==> src/rtl/mw_pkg.sv <==
// mw_pkg: shared definitions for the microwave controller.
//   - FSM state encoding (3-bit codes IDLE..DONE)
//   - BCD digit width and the seconds-tens wrap value
//   - 7-segment codes (bit 0 = a ... bit 6 = g, active-high) and a decode helper
package mw_pkg;

    typedef enum logic [2:0] {
        ST_IDLE  = 3'd0,
        ST_ENTRY = 3'd1,
        ST_COOK  = 3'd2,
        ST_PAUSE = 3'd3,
        ST_DONE  = 3'd4
    } mw_state_t;

    localparam int         BCD_W         = 4;
    localparam logic [3:0] SEC_TENS_WRAP = 4'd5;

    localparam logic [6:0] SEG_0     = 7'h3F;
    localparam logic [6:0] SEG_1     = 7'h06;
    localparam logic [6:0] SEG_2     = 7'h5B;
    localparam logic [6:0] SEG_3     = 7'h4F;
    localparam logic [6:0] SEG_4     = 7'h66;
    localparam logic [6:0] SEG_5     = 7'h6D;
    localparam logic [6:0] SEG_6     = 7'h7D;
    localparam logic [6:0] SEG_7     = 7'h07;
    localparam logic [6:0] SEG_8     = 7'h7F;
    localparam logic [6:0] SEG_9     = 7'h6F;
    localparam logic [6:0] SEG_BLANK = 7'h00;

    function automatic logic [6:0] bcd_to_seg(input logic [BCD_W-1:0] d);
        case (d)
            4'd0:    return SEG_0;
            4'd1:    return SEG_1;
            4'd2:    return SEG_2;
            4'd3:    return SEG_3;
            4'd4:    return SEG_4;
            4'd5:    return SEG_5;
            4'd6:    return SEG_6;
            4'd7:    return SEG_7;
            4'd8:    return SEG_8;
            4'd9:    return SEG_9;
            default: return SEG_BLANK;
        endcase
    endfunction

endpackage

==> src/rtl/microwave_ctrl_param_seg7.sv <==
// mw_seg7: one BCD digit to active-high a..g segments; codes 10-15 blank.
// Ports:
//   bcd  in  4  BCD digit
//   seg  out 7  segments, bit 0 = a ... bit 6 = g
module mw_seg7
    import mw_pkg::*;
(
    input  logic [BCD_W-1:0] bcd,
    output logic [6:0]       seg
);

    assign seg = bcd_to_seg(bcd);

endmodule

==> src/rtl/microwave_ctrl_param.sv <==
// microwave_ctrl_param: keypad time entry, 1 Hz BCD countdown, pause/resume,
// door interlock and per-second power duty cycling of the magnetron.
// Optional build macro: MW_SEG_DECODE_EN builds one mw_seg7 per digit to drive
// seg; without it seg is tied to zero.
// Ports:
//   clk, rst         clock, synchronous active-high reset
//   keypad[9:0]      one-hot digit keys
//   startn/stopn/clearn  active-low buttons (level, edge-detected here)
//   door_closed      1 = door closed
//   power_sel[3:0]   power level, 0 or > POWER_LEVELS = full power
//   digits           packed BCD time, digit 0 in LSBs
//   seg              7-segment per digit
//   state            FSM state code
//   magnetron_on     heating enable (gated live by door_closed)
//   timer_done       high while in DONE
module microwave_ctrl_param
    import mw_pkg::*;
#(
    parameter int NUM_DIGITS    = 4,
    parameter int TICKS_PER_SEC = 100,
    parameter int POWER_LEVELS  = 10
) (
    input  logic                      clk,
    input  logic                      rst,
    input  logic [9:0]                keypad,
    input  logic                      startn,
    input  logic                      stopn,
    input  logic                      clearn,
    input  logic                      door_closed,
    input  logic [3:0]                power_sel,
    output logic [BCD_W*NUM_DIGITS-1:0] digits,
    output logic [7*NUM_DIGITS-1:0]   seg,
    output logic [2:0]                state,
    output logic                      magnetron_on,
    output logic                      timer_done
);

    localparam int             DW         = BCD_W * NUM_DIGITS;
    localparam int             TW         = $clog2(TICKS_PER_SEC);
    localparam logic [TW-1:0]  PRESC_LAST = TW'(TICKS_PER_SEC - 1);
    localparam logic [3:0]     WIN_LAST   = 4'(POWER_LEVELS - 1);
    localparam logic [3:0]     PWR_MAX    = 4'(POWER_LEVELS);

    mw_state_t       state_reg;
    logic [DW-1:0]   digits_reg;
    logic [TW-1:0]   presc_reg;
    logic [3:0]      win_reg;
    logic [3:0]      power_reg;
    logic            timer_done_reg;
    logic            mag_term_reg;

    logic            start_prev_reg, stop_prev_reg, clear_prev_reg;
    logic [9:0]      key_prev_reg;
    logic            start_press_reg, stop_press_reg, clear_press_reg, key_press_reg;
    logic [3:0]      key_val_reg;

    logic            key_single;
    logic [3:0]      key_val;
    logic            ev_clear, ev_stop, ev_start, ev_key, any_press;
    logic            tick;
    logic [DW-1:0]   digits_dec;
    logic [DW-1:0]   digits_shift;
    logic [3:0]      win_inc;
    logic            full_power;

    // One-second decrement: ones and minute digits borrow base-10, the
    // seconds-tens digit wraps 0 -> 5. Entered tens values 6-9 just count down.
    function automatic logic [DW-1:0] dec_time(input logic [DW-1:0] t);
        logic [DW-1:0] r;
        logic          borrow;
        logic [3:0]    d;
        r      = t;
        borrow = 1'b1;
        for (int i = 0; i < NUM_DIGITS; i++) begin
            d = t[i*BCD_W +: BCD_W];
            if (borrow) begin
                if (d == 4'd0) begin
                    d = (i == 1) ? SEC_TENS_WRAP : 4'd9;
                end else begin
                    d      = d - 4'd1;
                    borrow = 1'b0;
                end
            end
            r[i*BCD_W +: BCD_W] = d;
        end
        return r;
    endfunction

    function automatic logic duty_on(input logic [3:0] w, input logic [3:0] p, input logic full);
        return full || (w < p);
    endfunction

    // Keypad: exactly one bit set; value is the index of that bit.
    assign key_single = (keypad != '0) && ((keypad & (keypad - 10'd1)) == '0);
    always_comb begin
        key_val = 4'd0;
        for (int i = 0; i < 10; i++) begin
            if (keypad[i]) key_val = 4'(i);
        end
    end

    // Only the highest-priority press of a cycle is acted upon.
    assign ev_clear  = clear_press_reg;
    assign ev_stop   = stop_press_reg  && !clear_press_reg;
    assign ev_start  = start_press_reg && !stop_press_reg && !clear_press_reg;
    assign ev_key    = key_press_reg   && !start_press_reg && !stop_press_reg && !clear_press_reg;
    assign any_press = clear_press_reg || stop_press_reg || start_press_reg || key_press_reg;

    assign tick         = (presc_reg == PRESC_LAST);
    assign digits_dec   = dec_time(digits_reg);
    assign digits_shift = {digits_reg[DW-BCD_W-1:0], key_val_reg};
    assign win_inc      = (win_reg == WIN_LAST) ? 4'd0 : win_reg + 4'd1;
    assign full_power   = (power_reg == 4'd0) || (power_reg > PWR_MAX);

    always_ff @(posedge clk) begin
        if (rst) begin
            state_reg       <= ST_IDLE;
            digits_reg      <= '0;
            presc_reg       <= '0;
            win_reg         <= 4'd0;
            power_reg       <= 4'd0;
            timer_done_reg  <= 1'b0;
            mag_term_reg    <= 1'b0;
            start_prev_reg  <= 1'b1;
            stop_prev_reg   <= 1'b1;
            clear_prev_reg  <= 1'b1;
            key_prev_reg    <= '0;
            start_press_reg <= 1'b0;
            stop_press_reg  <= 1'b0;
            clear_press_reg <= 1'b0;
            key_press_reg   <= 1'b0;
            key_val_reg     <= 4'd0;
        end else begin
            // Edge detection stage: a press seen on this edge acts on the next.
            start_prev_reg  <= startn;
            stop_prev_reg   <= stopn;
            clear_prev_reg  <= clearn;
            key_prev_reg    <= keypad;
            start_press_reg <= start_prev_reg && !startn;
            stop_press_reg  <= stop_prev_reg  && !stopn;
            clear_press_reg <= clear_prev_reg && !clearn;
            key_press_reg   <= key_single && (key_prev_reg == '0);
            key_val_reg     <= key_val;

            timer_done_reg  <= 1'b0;
            mag_term_reg    <= 1'b0;

            case (state_reg)
                ST_IDLE: begin
                    if (ev_key) begin
                        state_reg  <= ST_ENTRY;
                        digits_reg <= digits_shift;
                    end
                end
                ST_ENTRY: begin
                    if (ev_clear) begin
                        state_reg  <= ST_IDLE;
                        digits_reg <= '0;
                    end else if (ev_start && door_closed && (digits_reg != '0)) begin
                        state_reg    <= ST_COOK;
                        presc_reg    <= '0;
                        win_reg      <= 4'd0;
                        power_reg    <= power_sel;
                        // Window 0 is always inside any legal duty window.
                        mag_term_reg <= 1'b1;
                    end else if (ev_key) begin
                        digits_reg <= digits_shift;
                    end
                end
                ST_COOK: begin
                    if (ev_clear) begin
                        state_reg  <= ST_IDLE;
                        digits_reg <= '0;
                    end else if (ev_stop || !door_closed) begin
                        state_reg <= ST_PAUSE;
                    end else if (tick) begin
                        presc_reg  <= '0;
                        digits_reg <= digits_dec;
                        win_reg    <= win_inc;
                        if (digits_dec == '0) begin
                            state_reg      <= ST_DONE;
                            timer_done_reg <= 1'b1;
                        end else begin
                            mag_term_reg <= duty_on(win_inc, power_reg, full_power);
                        end
                    end else begin
                        presc_reg    <= presc_reg + 1'b1;
                        mag_term_reg <= duty_on(win_reg, power_reg, full_power);
                    end
                end
                ST_PAUSE: begin
                    if (ev_clear || ev_stop) begin
                        state_reg  <= ST_IDLE;
                        digits_reg <= '0;
                    end else if (ev_start && door_closed) begin
                        state_reg    <= ST_COOK;
                        mag_term_reg <= duty_on(win_reg, power_reg, full_power);
                    end
                end
                ST_DONE: begin
                    if (any_press || !door_closed) begin
                        state_reg  <= ST_IDLE;
                        digits_reg <= '0;
                    end else begin
                        timer_done_reg <= 1'b1;
                    end
                end
                default: begin
                    state_reg  <= ST_IDLE;
                    digits_reg <= '0;
                end
            endcase
        end
    end

    assign digits       = digits_reg;
    assign state        = state_reg;
    assign timer_done   = timer_done_reg;
    // Door opening kills heating immediately, not a cycle later.
    assign magnetron_on = mag_term_reg && door_closed;

`ifdef MW_SEG_DECODE_EN
    generate
        genvar gi;
        for (gi = 0; gi < NUM_DIGITS; gi++) begin : g_seg
            mw_seg7 u_seg7 (
                .bcd (digits_reg[gi*BCD_W +: BCD_W]),
                .seg (seg[gi*7 +: 7])
            );
        end
    endgenerate
`else
    assign seg = '0;
`endif

endmodule
==> config.mk <==
export PLATFORM = sky130hd
export DESIGN_NAME = microwave_ctrl_param
export DESIGN_NICKNAME = d
export VERILOG_FILES = /design/src/rtl/mw_pkg.sv /design/src/rtl/microwave_ctrl_param_seg7.sv /design/src/rtl/microwave_ctrl_param.sv
export SDC_FILE = /design/constraint.sdc
export NUM_CORES = 1
export LEC_CHECK = 0
export ABC_AREA = 0
export ABC_CLOCK_PERIOD_IN_PS = 2400
export CAP_MARGIN = 20
export CORE_ASPECT_RATIO = 1.4
export CORE_MARGIN = 2
export CORE_UTILIZATION = 54
export CTS_BUF_LIST = sky130_fd_sc_hd__clkbuf_4
export DETAILED_ROUTE_END_ITERATION = 16
export PLACE_DENSITY = 0.93
export SYNTH_ARGS = -nofsm -noshare
export SYNTH_HDL_FRONTEND = slang
export SYNTH_SLANG_ARGS = --single-unit
==> constraint.sdc <==
create_clock -name clk -period 2.4 [get_ports clk]
set_input_delay 0.24 -clock clk [delete_from_list [all_inputs] [get_ports clk]]
set_output_delay 0.24 -clock clk [all_outputs]
set_load 0.02 [all_outputs]
Yosys cells after proc, flatten, opt, wreduce, memory -nomap -nowiden
Cells that the tools add are included.
{ "classes": {"magnitude_cmp": 3, "n_mux": 69, "eq_ne": 21, "n_addsub": 7, "bitwise": 2, "reduce_logical": 48} }
{ "op_table": {"columns": ["operator", "n"], "rows": [
  ["2-to-1 mux 16 bit", 8],
  ["2-to-1 mux 4 bit", 21],
  ["one-hot mux 16 bit (5 select lines)", 1],
  ["2-to-1 mux 7 bit", 5],
  ["2-to-1 mux 3 bit", 10],
  ["zero test 10 bit", 2],
  ["zero test 4 bit", 5],
  ["2-to-1 mux 1 bit", 19],
  ["zero test 16 bit", 1],
  ["inequality test 2 bit (second input constant)", 8],
  ["nonzero test 16 bit", 1],
  ["subtractor 4 x 1 -> 4 bit (second input constant)", 4],
  ["inequality test 3 bit (second input constant)", 5],
  ["one-hot mux 3 bit (5 select lines)", 1],
  ["logical AND 1 bit", 14],
  ["one-hot mux 7 bit (2 select lines)", 1],
  ["AND reduction 6 bit", 2],
  ["bitwise AND 10 bit", 1],
  ["AND reduction 5 bit", 2],
  ["nonzero test 10 bit", 1],
  ["subtractor 10 x 1 -> 10 bit (second input constant)", 1],
  ["logical OR 1 bit", 9],
  ["less-than comparator 4 bit", 2],
  ["inequality test 4 bit (second input constant)", 2],
  ["17 further kinds", 24]
]} }
{ "word_totals": {"in_bits": 20, "elab_cells": 167, "regBits": 57} }

Longest topological paths before layout
Gate-level depths: netlist (run 1).
{ "depth": {"depth_word": 11, "depth_mapped": 8, "depth_no_buf": 8} }

Least setup slack after synthesis (run 1)
Ideal clock, no wire load.
{ "synth_path": {"path_type": "register to register", "start": "register digits_reg[0] (netlist: digits[0])", "end": "register digits_reg[0] (netlist: digits[0])", "setup_slack_ps": 191, "setup_time_ps": 117, "t_arrival_ps": 2093, "stages_incl_launch_ff": 9, "t_required_ps": 2283, "path_buffers": 3, "cell_sequence": "dfxtp_1 -> buf_6 -> or4_1 -> buf_6 -> nor3_4 -> a211o_4 -> a41oi_4 -> buf_6 -> a22o_1"} }
{ "synth_between": {"elab_chain_cells": 6, "word_cells_on_any_way": 14, "cone_classes": "1 x add/sub; 1 x eq/ne; 8 x mux; 4 x reduce/logical"} }
{ "synth_rtl": {"columns": ["item", "line", "rtl"], "rows": [
  ["start: declaration", "microwave_ctrl_param.sv:45", "logic [DW-1:0] digits_reg;"],
  ["start signal: assignment", "microwave_ctrl_param.sv:152", "digits_reg <= digits_shift;"],
  ["start signal: assignment", "microwave_ctrl_param.sv:167", "digits_reg <= digits_shift;"],
  ["start signal: assignment", "microwave_ctrl_param.sv:178", "digits_reg <= digits_dec;"],
  ["subtractor 4 x 1 -> 4 bit / zero test 4 bit (equally long branches)", "microwave_ctrl_param.sv:80, microwave_ctrl_param.sv:77", null],
  ["2-to-1 mux 4 bit", "microwave_ctrl_param.sv:77", "if (d == 4'd0) begin"],
  ["2-to-1 mux 16 bit", "microwave_ctrl_param.sv:176", "end else if (tick) begin"],
  ["2-to-1 mux 16 bit", "microwave_ctrl_param.sv:174", "end else if (ev_stop || !door_closed) begin"],
  ["2-to-1 mux 16 bit", "microwave_ctrl_param.sv:171", "if (ev_clear) begin"],
  ["one-hot mux 16 bit (5 select lines)", "microwave_ctrl_param.sv:148", "case (state_reg)"]
]} }
Parallel ways exist; a longest one is shown, timed or not. The select of a mux whose other input is x is not followed.
A chain may end at the register's enable or synchronous reset.

Final worst setup path (run 1)
{ "layout_path": {"start": "register digits_reg[9] (netlist: digits[9])", "end": "register digits_reg[15] (netlist: digits[15])"} }
{ "layout_between": {"elab_chain_cells": 8, "word_cells_on_any_way": 12, "cone_classes": "1 x eq/ne; 7 x mux; 4 x reduce/logical"} }
{ "layout_rtl": {"columns": ["item", "line", "rtl"], "rows": [
  ["zero test 4 bit", "microwave_ctrl_param.sv:77", null],
  ["2-to-1 mux 1 bit", "microwave_ctrl_param.sv:77", null],
  ["2-to-1 mux 1 bit", "microwave_ctrl_param.sv:76", "if (borrow) begin"],
  ["2-to-1 mux 4 bit", "microwave_ctrl_param.sv:76", null],
  ["2-to-1 mux 16 bit", "microwave_ctrl_param.sv:176", null],
  ["2-to-1 mux 16 bit", "microwave_ctrl_param.sv:174", null],
  ["2-to-1 mux 16 bit", "microwave_ctrl_param.sv:171", null],
  ["one-hot mux 16 bit (5 select lines)", "microwave_ctrl_param.sv:148", null]
]} }
Parallel ways exist; a longest one is shown, timed or not. The select of a mux whose other input is x is not followed.

==> results of run 1 <==
-- critical path, cell delays in order (launching register included) --
cell     delay (ns)
dfxtp_1        0.32
or4_1          0.59
nor3b_2        0.35
a211o_4        0.21
a41oi_4        0.12
buf_12         0.18
a221o_1        0.34
-- placed cells by master, fill, tap and decap left out, types with 9 or more instances in the layout --
cell	count
a21oi_1	22
buf_4	29
clkbuf_4	9
clkdlybuf4s50_1	40
conb_1	28
dfxtp_1	57
inv_1	13
mux2i_1	16
nand2_1	19
nand2b_1	10
nor2_1	38
nor2b_1	12
o21ai_0	11
o22ai_1	9
or2_2	9
-- through the flow --
step	worst slack [ns]	instances	hold WS, ns	instance area [sq um]
2_1_floorplan	0.1906	440	0.3601	3670
3_3_place_gp	0.1209	531	0.3971	4060
3_5_place_dp	0.04006	531	0.4001	4060
4_1_cts	0.08213	547	0.3855	4237
5_1_grt	0.04440	547	0.4143	4248
6_report	0.1760	547	0.4166	4248
-- cell type report --
cell class | count | area (sq um) | area share (%)
sequential | 57 | 1141 | 26.86
tap | 74 | 92.59 | 2.180
multi-input combinational | 317 | 2151 | 50.63
timing repair buffer | 70 | 638.1 | 15.02
inverter | 13 | 48.80 | 1.149
clock buffer | 9 | 67.56 | 1.591
clock inverter | 7 | 108.9 | 2.563
-- kinds of logic after synthesis --
family | Yosys count | share of synthesized area, %
multiplexers | 19 | 5.435
XOR/XNOR | 3 | 0.7365
other | 1 | 0.1051
flip-flops | 57 | 31.98
AND/OR/NAND/NOR | 146 | 24.54
adder cells (fa/ha/maj) | 7 | 2.454
buffers and inverters | 66 | 10.90
AO/OA/AOI/OAI | 114 | 23.84
-- cells in the mapped netlist (6+ instances only) --
library cell	number
a211oi_1	8
o21ai_0	11
or2_2	9
a311oi_1	7
a22o_1	8
mux2i_1	16
clkbuf_1	16
dfxtp_1	57
nand2b_1	10
o22ai_1	9
inv_1	13
a31oi_1	6
o2bb2ai_1	7
nand2_1	19
nor3_1	8
ha_1	7
nor2_1	39
buf_4	28
nor2b_1	12
a21oi_1	22
-- per-layer routing --
layer	global-route usage (%)	vias to the layer above	share of wire, %
met3	5.522	31	6.7
met2	43.15	193	53
met4	13.96	0	3.1
met1	29.31	1611	38
li1	-	1586	-
met5	0	-	0
-- timing repair --
action | 4_1_cts | 5_1_grt
resized for setup | 0 | 2
hold buffers | 0 | 0
setup endpoints to repair | 0 | 11
-- worst paths after layout --
kind	start	end	slack (ns)	cells past startpoint
max reg2reg	digits[9]	digits[15]	0.18	6
max	digits[9]	digits[15]	0.18	6
min reg2reg	clear_prev_reg	clear_press_reg	0.42	2
min	stopn	stop_prev_reg	0.42	2
-- power by group through the flow --
| stage | logic [W] | clock network (W) | registers [W] |
|---|---|---|---|
| final | 0.00160 | 0.000876 | 0.00113 |
| after global routing | 0.00174 | 0.000934 | 0.00114 |
| after CTS | 0.00155 | 0.000896 | 0.00112 |
| after detailed placement | 0.00155 | 0 | 0.00115 |
| after global placement | 0.00151 | 0 | 0.00114 |
| after floorplan | 0.00102 | 0 | 0.00120 |
==> results.yml, run 1 <==
outcome:
  status: "completed"
setup_path:
  startpoint_type: "flip-flop"
  crit_arrival_ns: 2.53
  worst_setup_path_end_kind: "flip-flop"
  cp_max_fo: 16
  worstPathRequired_ns: 2.71
  worstSetupPathType: "flip-flop to flip-flop"
drt:
  final_antenna_net_count: 0
  drc: 0
  num_vias: 3421
  first_iter_violations: 372
  viasPerCell: 6.254
  wire_per_inst_microns: 15.96
  drt-pass1-iter-count: 6
  wl_microns: 8732
die:
  start_util_pct: 55.06
  die_w_microns: 72.71
  die_h_microns: 100.2
  core-area_sq_um: 6481
  die_area_sq_um: 7284
  row_count: 35
  io_pins: 69
power_and_ir_drop:
  leakagePower_nw: 1.656
  comb_power_share_pct: 44.4
  switching_share_pct: 37.83
  p_total_w: 0.003603
  pwr_density_cell_nw_per_um2: 848.2
  p_sw_w: 0.001363
  pwr-share-clk_pct: 24.3
  peakVddDrop_uv: 559.7
  p_int_w: 0.002240
  pwr-share-seq_pct: 31.3
yosys:
  synth-edff-count: 0
  synth-main-ff-cell: "dfxtp_1"
  synthCells: 413
  ys_seq_elements: 57
  netlist_area_sq_um: 3568
  synthArstFlopShare_pct: 0
  ys.warnings.count: 0
  synth_area_leaders: "dfxtp_1 (32%), buf_4 (5.9%), mux2i_1 (4.5%), nor2_1 (4.1%), a21oi_1 (3.1%)"
  synth_top_area_cell: "dfxtp_1"
  synth_cell_types: 68
  syn_area_per_cell_sq_um: 8.640
  synth_top_area_share_pct: 31.98
  ys_seq_area_share_pct: 31.98
sta:
  min_period_ns: 2.224
  rsz0062_at_grt: "no"
  fin_setup_tns_ns: 0
  worst_slew_margin_rel_pct: 66.26
  slew_violations: 0
  max_freq_mhz: 449.6
  finalHoldViolCount: 0
  max_slew.worst_pin.slew_ns: 0.5015
  timing.final.crit_share_pct: 92.66
  clock_skew_ns: 0.02054
  setup_violations: 0
cts:
  clkTransAtPathRegs_ns: 0.10
  clock_latency_ns: 0.42
  clock_sinks: 57
  cts_tree: "done"
  htreeDepth: 3
  ctsLongestPathBuffers: 2
  numCtsBuffers: 9
  root_buffer: "clkbuf_4"
  cts_setup_buffers: 0
finish:
  area_growth_pct: 19.04
  n_antenna_cell: 0
  fin_nets: 495
  fill_cells: 532
  largest_reg_flops: 16
  fin_util_pct: 65.54
  drive_gt1_share_pct: 14.38
placement:
  gp_congestion: 0.8816
  port_buffers: 40
  hpwl_microns: 6320
worst_hold_path:
  hp-class: "input port to flip-flop"
global_route:
  grt_pass1_vias: 3185
  antenna_found_initial: 0
  grt_pass1_wl_microns: 14590
  grt_max_degree: 38
  grt_usage_pct: 25.46
  gr-total-overflow: 0
job:
  maxCapViolations: 0
No activity file was read; power rests on OpenSTA's default activity.
==> inputs of run 2 (changes only) <==
--- a/config.mk
+++ b/config.mk
@@ -5,10 +5,8 @@
 export SDC_FILE = /design/constraint.sdc
 export NUM_CORES = 1
 export LEC_CHECK = 0
-export ABC_AREA = 0
+export ABC_AREA = 1
 export ABC_CLOCK_PERIOD_IN_PS = 2400
-export CAP_MARGIN = 20
-export CORE_ASPECT_RATIO = 1.4
 export CORE_MARGIN = 2
 export CORE_UTILIZATION = 54
 export CTS_BUF_LIST = sky130_fd_sc_hd__clkbuf_4
==> results.yml, run 2 <==
outcome:
  status: "completed"
setup_path:
  worstPathRequired_ns: 2.74
  slowest_delay_ns: 0.39
  path_buf_inv: 1
  rrSetupSlack_ns: 0.23
  startpoint_type: "flip-flop"
  crit_family: "simple AND/OR/NAND/NOR gates"
  crit_start: "digits[6]"
  worstSetupPathType: "flip-flop to flip-flop"
  timing.rr.end: "presc_reg[4]"
  cp_max_fo: 11
  critPathCapture: "presc_reg[4]"
  crit_arrival_ns: 2.51
  reg2reg_depth: 13
  crit_slowest_cell: "dfxtp_1"
  worstPathCellList: "nor2_1 > nand2_2 > nor2_8 > nand2_4 > nor2_2 > nand2_1 > nand2_2 > nand2_1 > nand2_1 > nor2_2 > inv_2 > nand2_2 > nor3b_2"
  reg2reg_from: "digits[6]"
  worst_setup_path_end_kind: "flip-flop"
  path_depth: 13
finish:
  layout.cells.non_filler: 676
  fin_nets: 623
  n_antenna_cell: 0
  layout_commonest_cell: "nand2_1"
  area_growth_pct: 12.89
  largest_reg_flops: 16
  final_cell_mix: "nand2_1 (127), inv_1 (66), dfxtp_1 (57), nor2_1 (56), o21ai_0 (51)"
  fill_cells: 583
  drive_gt1_share_pct: 7.012
yosys:
  synth-edff-count: 0
  synthArstFlopShare_pct: 0
  synth_top_area_share_pct: 31.68
  synth_most_common_cell: "nand2_1"
  synth_common_cells: "nand2_1 (127), inv_1 (66), dfxtp_1 (57), nor2_1 (56), o21ai_0 (51)"
  ys.warnings.count: 0
  synth_area_leaders: "dfxtp_1 (32%), nand2_1 (13%), o21ai_0 (7.1%), inv_1 (6.9%), a21oi_1 (6.3%)"
  netlist_area_sq_um: 3602
  synthCells: 552
  synth_top_area_cell: "dfxtp_1"
  ys_seq_elements: 57
  synth_cell_types: 39
  ys_seq_area_share_pct: 31.68
  synth-main-ff-cell: "dfxtp_1"
  syn_area_per_cell_sq_um: 6.526
drt:
  wl_microns: 8499
  viasPerCell: 5.393
  drt-pass1-iter-count: 5
  wire_per_inst_microns: 12.57
  first_iter_violations: 406
  final_antenna_net_count: 0
  num_vias: 3646
  drc: 0
global_route:
  grt_usage_pct: 24.06
  grt_pass1_vias: 3259
  gr-total-overflow: 0
  grt_pass1_wl_microns: 14320
  grt_max_degree: 32
  antenna_found_initial: 0
sta:
  timing.final.crit_share_pct: 90.33
  finalHoldViolCount: 0
  rsz0062_at_grt: "no"
  fin_setup_tns_ns: 0
  holdWs_ns: 0.4117
  clock_skew_ns: 0.02056
  max_freq_mhz: 461.3
  min_period_ns: 2.168
  slew_violations: 0
  setup_violations: 0
job:
  maxCapViolations: 0
cts:
  cts_hold_buf: 0
  clock_latency_ns: 0.41
  cts_tree: "done"
  clock_sinks: 57
  root_buffer: "clkbuf_4"
  htreeDepth: 3
  cts_setup_buffers: 0
  clkTransAtPathRegs_ns: 0.11
  post_cts_resized: 0
  ctsLongestPathBuffers: 2
  numCtsBuffers: 9
worst_hold_path:
  hp-class: "flip-flop to flip-flop"
placement:
  gp_congestion: 0.9481
  hpwl_microns: 6333
  port_buffers: 40
  placed_cells: 662
die:
  row_count: 29
  core-area_sq_um: 6386
  die_h_microns: 85.68
  io_pins: 69
  die_w_microns: 85.68
  start_util_pct: 56.41
  die_area_sq_um: 7340
power_and_ir_drop:
  pwr_density_cell_nw_per_um2: 951.9
  peakVddDrop_uv: 523.8
  leakagePower_nw: 1.843
-- run 2: changes by cell type after synthesis, moves of 7 or more --
cell	previous run	this run
nand2_1	19	127
inv_1	13	66
o21ai_0	11	51
nand3_1	5	31
a21oi_1	22	45
nor2_1	39	56
mux2i_1	16	1
nor2b_1	12	0
nand2b_1	10	0
a211oi_1	8	0
a22o_1	8	0
a311oi_1	7	0
clkbuf_1	16	9
o2bb2ai_1	7	0
-- run 2: worst min path at each step --
stage / to / slack, ns / cells after the start / startpoint
5_1_grt: clear_prev_reg / 0.42 / 2 / clearn
3_3_place_gp: clear_press_reg / 0.40 / 2 / clear_prev_reg
6_report: start_press_reg / 0.41 / 2 / start_prev_reg
4_1_cts: key_prev_reg[0] / 0.40 / 3 / keypad[0]
3_5_place_dp: start_press_reg / 0.40 / 2 / start_prev_reg
2_1_floorplan: key_prev_reg[7] / 0.35 / 2 / keypad[7]
-- run 2: through the flow --
stage               worst slack (ns)  cell area [sq um]  power [W]  utilization [%]
global placement              0.4023               3974   0.003244            62.23
detailed placement            0.2758               3974   0.003292            62.23
global route                0.003062               4066   0.004181            63.68
CTS                           0.2511               4066   0.003839            63.68
floorplan                     0.5746               3704   0.002808                -
finish                        0.2321               4066   0.003871            63.68
-- run 2: area by class of cell --
| type | instances | area, sq um | area share (%) |
|---|---|---|---|
| clock buffers | 9 | 67.56 | 1.662 |
| flip-flops and latches | 57 | 1141 | 28.06 |
| multi-input cells | 412 | 2019 | 49.66 |
| inverters | 69 | 264.0 | 6.492 |
| clock inverters | 5 | 25.02 | 0.6154 |
| well taps | 77 | 96.34 | 2.369 |
| repair buffers | 47 | 452.9 | 11.14 |
-- run 2: worst register-to-register path: cells and delay by family (launching register included) --
family                 cells  cell delay (ns)
DFF                        1             0.39
and+or+nand+nor           12             1.59
buffers and inverters      1             0.11
-- run 2: cell families (layout without fill, tap and decap cells) --
family,Yosys count,count (layout),synth area share [%]
flip-flops,57,57,31.68
AO/OA/AOI/OAI,114,114,16.85
multiplexers,1,1,0.2779
adder cells (fa/ha/maj),7,7,2.431
buffers and inverters,110,130,15.07
other,1,28,0.1041
XOR/XNOR,6,6,1.459
AND/OR/NAND/NOR,256,256,32.13
-- run 2: layer usage --
metal  GRT usage [%]  up-vias  routed length (microns)
met5               0        -                        0
met4           11.11        0                      206
met3           5.486       22                      521
met2           38.64      146                     3874
met1           30.73     1649                     3897
li1                -     1829                        -
-- run 2: report_power, final --
group	total (W)	internal, W	switching (W)
registers	0.00121	0.00106	0.000149
logic	0.00211	0.000728	0.00139
clock network	0.000550	0.000191	0.000359
total	0.00387	0.00198	0.00189
==> inputs of run 3 (changes only) <==
--- a/config.mk
+++ b/config.mk
@@ -8,10 +8,10 @@
 export ABC_AREA = 1
 export ABC_CLOCK_PERIOD_IN_PS = 2400
 export CORE_MARGIN = 2
-export CORE_UTILIZATION = 54
+export CORE_UTILIZATION = 35
 export CTS_BUF_LIST = sky130_fd_sc_hd__clkbuf_4
 export DETAILED_ROUTE_END_ITERATION = 16
-export PLACE_DENSITY = 0.93
+export PLACE_DENSITY = 0.68
 export SYNTH_ARGS = -nofsm -noshare
 export SYNTH_HDL_FRONTEND = slang
 export SYNTH_SLANG_ARGS = --single-unit
==> results.yml, run 3 (same netlist as run 2, synthesis figures left out) <==
cts:
  cts_setup_buffers: 0
  numCtsBuffers: 9
  clock_sinks: 57
  clkTransAtPathRegs_ns: 0.11
  htreeDepth: 3
  root_buffer: "clkbuf_4"
  cts_tree: "done"
  ctsLongestPathBuffers: 2
  clock_latency_ns: 0.43
power_and_ir_drop:
  comb_power_share_pct: 53.0
  peakVddDrop_uv: 288.9
  pwr_density_cell_nw_per_um2: 962.6
  pwr-share-clk_pct: 17.0
  switching_share_pct: 47.68
  pwr-share-seq_pct: 29.9
  p_int_w: 0.002109
  leakagePower_nw: 1.871
  p_total_w: 0.004030
  p_sw_w: 0.001921
placement:
  gp_congestion: 0.9258
  hpwl_microns: 6411
  dp_slack_ns: 0.2654
  placed_cells: 722
  port_buffers: 40
drt:
  viasPerCell: 4.802
  first_iter_violations: 213
  drc: 0
  met2_wirelength_microns: 4144
  final_antenna_net_count: 0
  num_vias: 3544
  met1Wirelength_microns: 3886
  wl_met3_microns: 483
  top_layer_used: "met4"
  wire_per_inst_microns: 11.78
  drt-pass1-iter-count: 5
  wl_microns: 8691
worst_hold_path:
  hold_path.startpoint: "startn"
  hold-path-endpoint: "start_prev_reg"
  hold_depth: 2
  hp-class: "input port to flip-flop"
global_route:
  gr-total-overflow: 0
  grt_pass1_wl_microns: 14990
  grt_usage_pct: 16.48
  antenna_found_initial: 0
  grt_max_degree: 36
  grt_pass1_vias: 3404
sta:
  timing.final.crit_share_pct: 86.72
  fin_setup_tns_ns: 0
  rsz0062_at_grt: "no"
  fin_ws_ns: 0.3186
  finalHoldViolCount: 0
  slew_violations: 0
  clock_skew_ns: 0.01855
  max_freq_mhz: 480.5
  min_period_ns: 2.081
  setup_violations: 0
die:
  die_area_sq_um: 11120
  start_util_pct: 35.53
  core-area_sq_um: 10140
  row_count: 37
  io_pins: 69
  die_h_microns: 105.5
  die_w_microns: 105.5
setup_path:
  crit_arrival_ns: 2.40
  worstPathRequired_ns: 2.72
  startpoint_type: "flip-flop"
  worstSetupPathType: "flip-flop to flip-flop"
  worst_setup_path_end_kind: "flip-flop"
  timing.rr.end: "state[0]"
  rrSetupSlack_ns: 0.32
  reg2reg_from: "digits[0]"
  reg2reg_depth: 12
  cp_max_fo: 10
finish:
  area_growth_pct: 16.22
  drive_gt1_share_pct: 7.641
  n_antenna_cell: 0
  final_cell_mix: "nand2_1 (126), inv_1 (66), dfxtp_1 (57), nor2_1 (56), o21ai_0 (51)"
  fin_nets: 624
  layout_commonest_cell: "nand2_1"
  layout.cells.non_filler: 738
  largest_reg_flops: 16
outcome:
  status: "completed"
job:
  maxCapViolations: 0
-- run 3: stage by stage --
stage                     cell area, sq um  hold slack [ns]  utilization (%)
after global placement                4055           0.3965            40.00
final                                 4187           0.4014            41.29
after global routing                  4187           0.3887            41.29
after floorplan                       3704           0.3470                -
after CTS                             4184           0.3933            41.27
after detailed placement              4055           0.4042            40.00
-- run 3: worst max path at each step --
stage,startpoint,endpoint,slack (ns),cells after the start
after global placement,digits[0],presc_reg[3],0.37,13
final,digits[0],state[0],0.32,12
after detailed placement,digits[0],presc_reg[3],0.27,13
after floorplan,digits[0],digits[1],0.57,14
after global routing,digits[6],presc_reg[3],0.10,13
after CTS,digits[0],presc_reg[3],0.23,13
-- run 3: layer usage --
metal	track usage, %	vias to the layer above
met4	6.857	0
met3	3.834	18
met1	19.48	1581
li1	-	1829
met2	28.53	116
met5	0	-
-- run 3: repair_timing --
| item | in CTS | in global routing |
|---|---|---|
| hold buffers | 0 | 0 |
| resized for setup | 0 | 1 |
| endpoints found under the setup margin | 0 | 1 |
-- run 3: worst max-delay path, stage by stage, from the launching register on --
cell,delay (ns)
dfxtp_1,0.45
nor2_8,0.21
nand2_4,0.10
nor2_8,0.19
inv_1,0.10
nand2_1,0.07
nand2_1,0.08
nor2_1,0.17
nand3_1,0.10
o21bai_1,0.28
nand3_1,0.12
nand2_1,0.08
nor2_1,0.04
-- run 3: power by group through the flow --
stage / Clock (W) / Sequential [W] / Combinational [W]
after global placement: 0 / 0.00122 / 0.00208
after detailed placement: 0 / 0.00122 / 0.00211
after floorplan: 0 / 0.00125 / 0.00156
after CTS: 0.000698 / 0.00120 / 0.00212
after global routing: 0.000745 / 0.00123 / 0.00241
final: 0.000687 / 0.00121 / 0.00214
-- run 3: area by class of cell --
| cell class | instances | area, sq um |
|---|---|---|
| sequential | 57 | 1141 |
| inverter | 69 | 264.0 |
| clock buffer | 9 | 67.56 |
| timing repair buffer | 48 | 460.4 |
| clock inverter | 7 | 61.31 |
| tap | 136 | 170.2 |
| fill | 1046 | 5952 |
| multi-input combinational | 412 | 2022 |
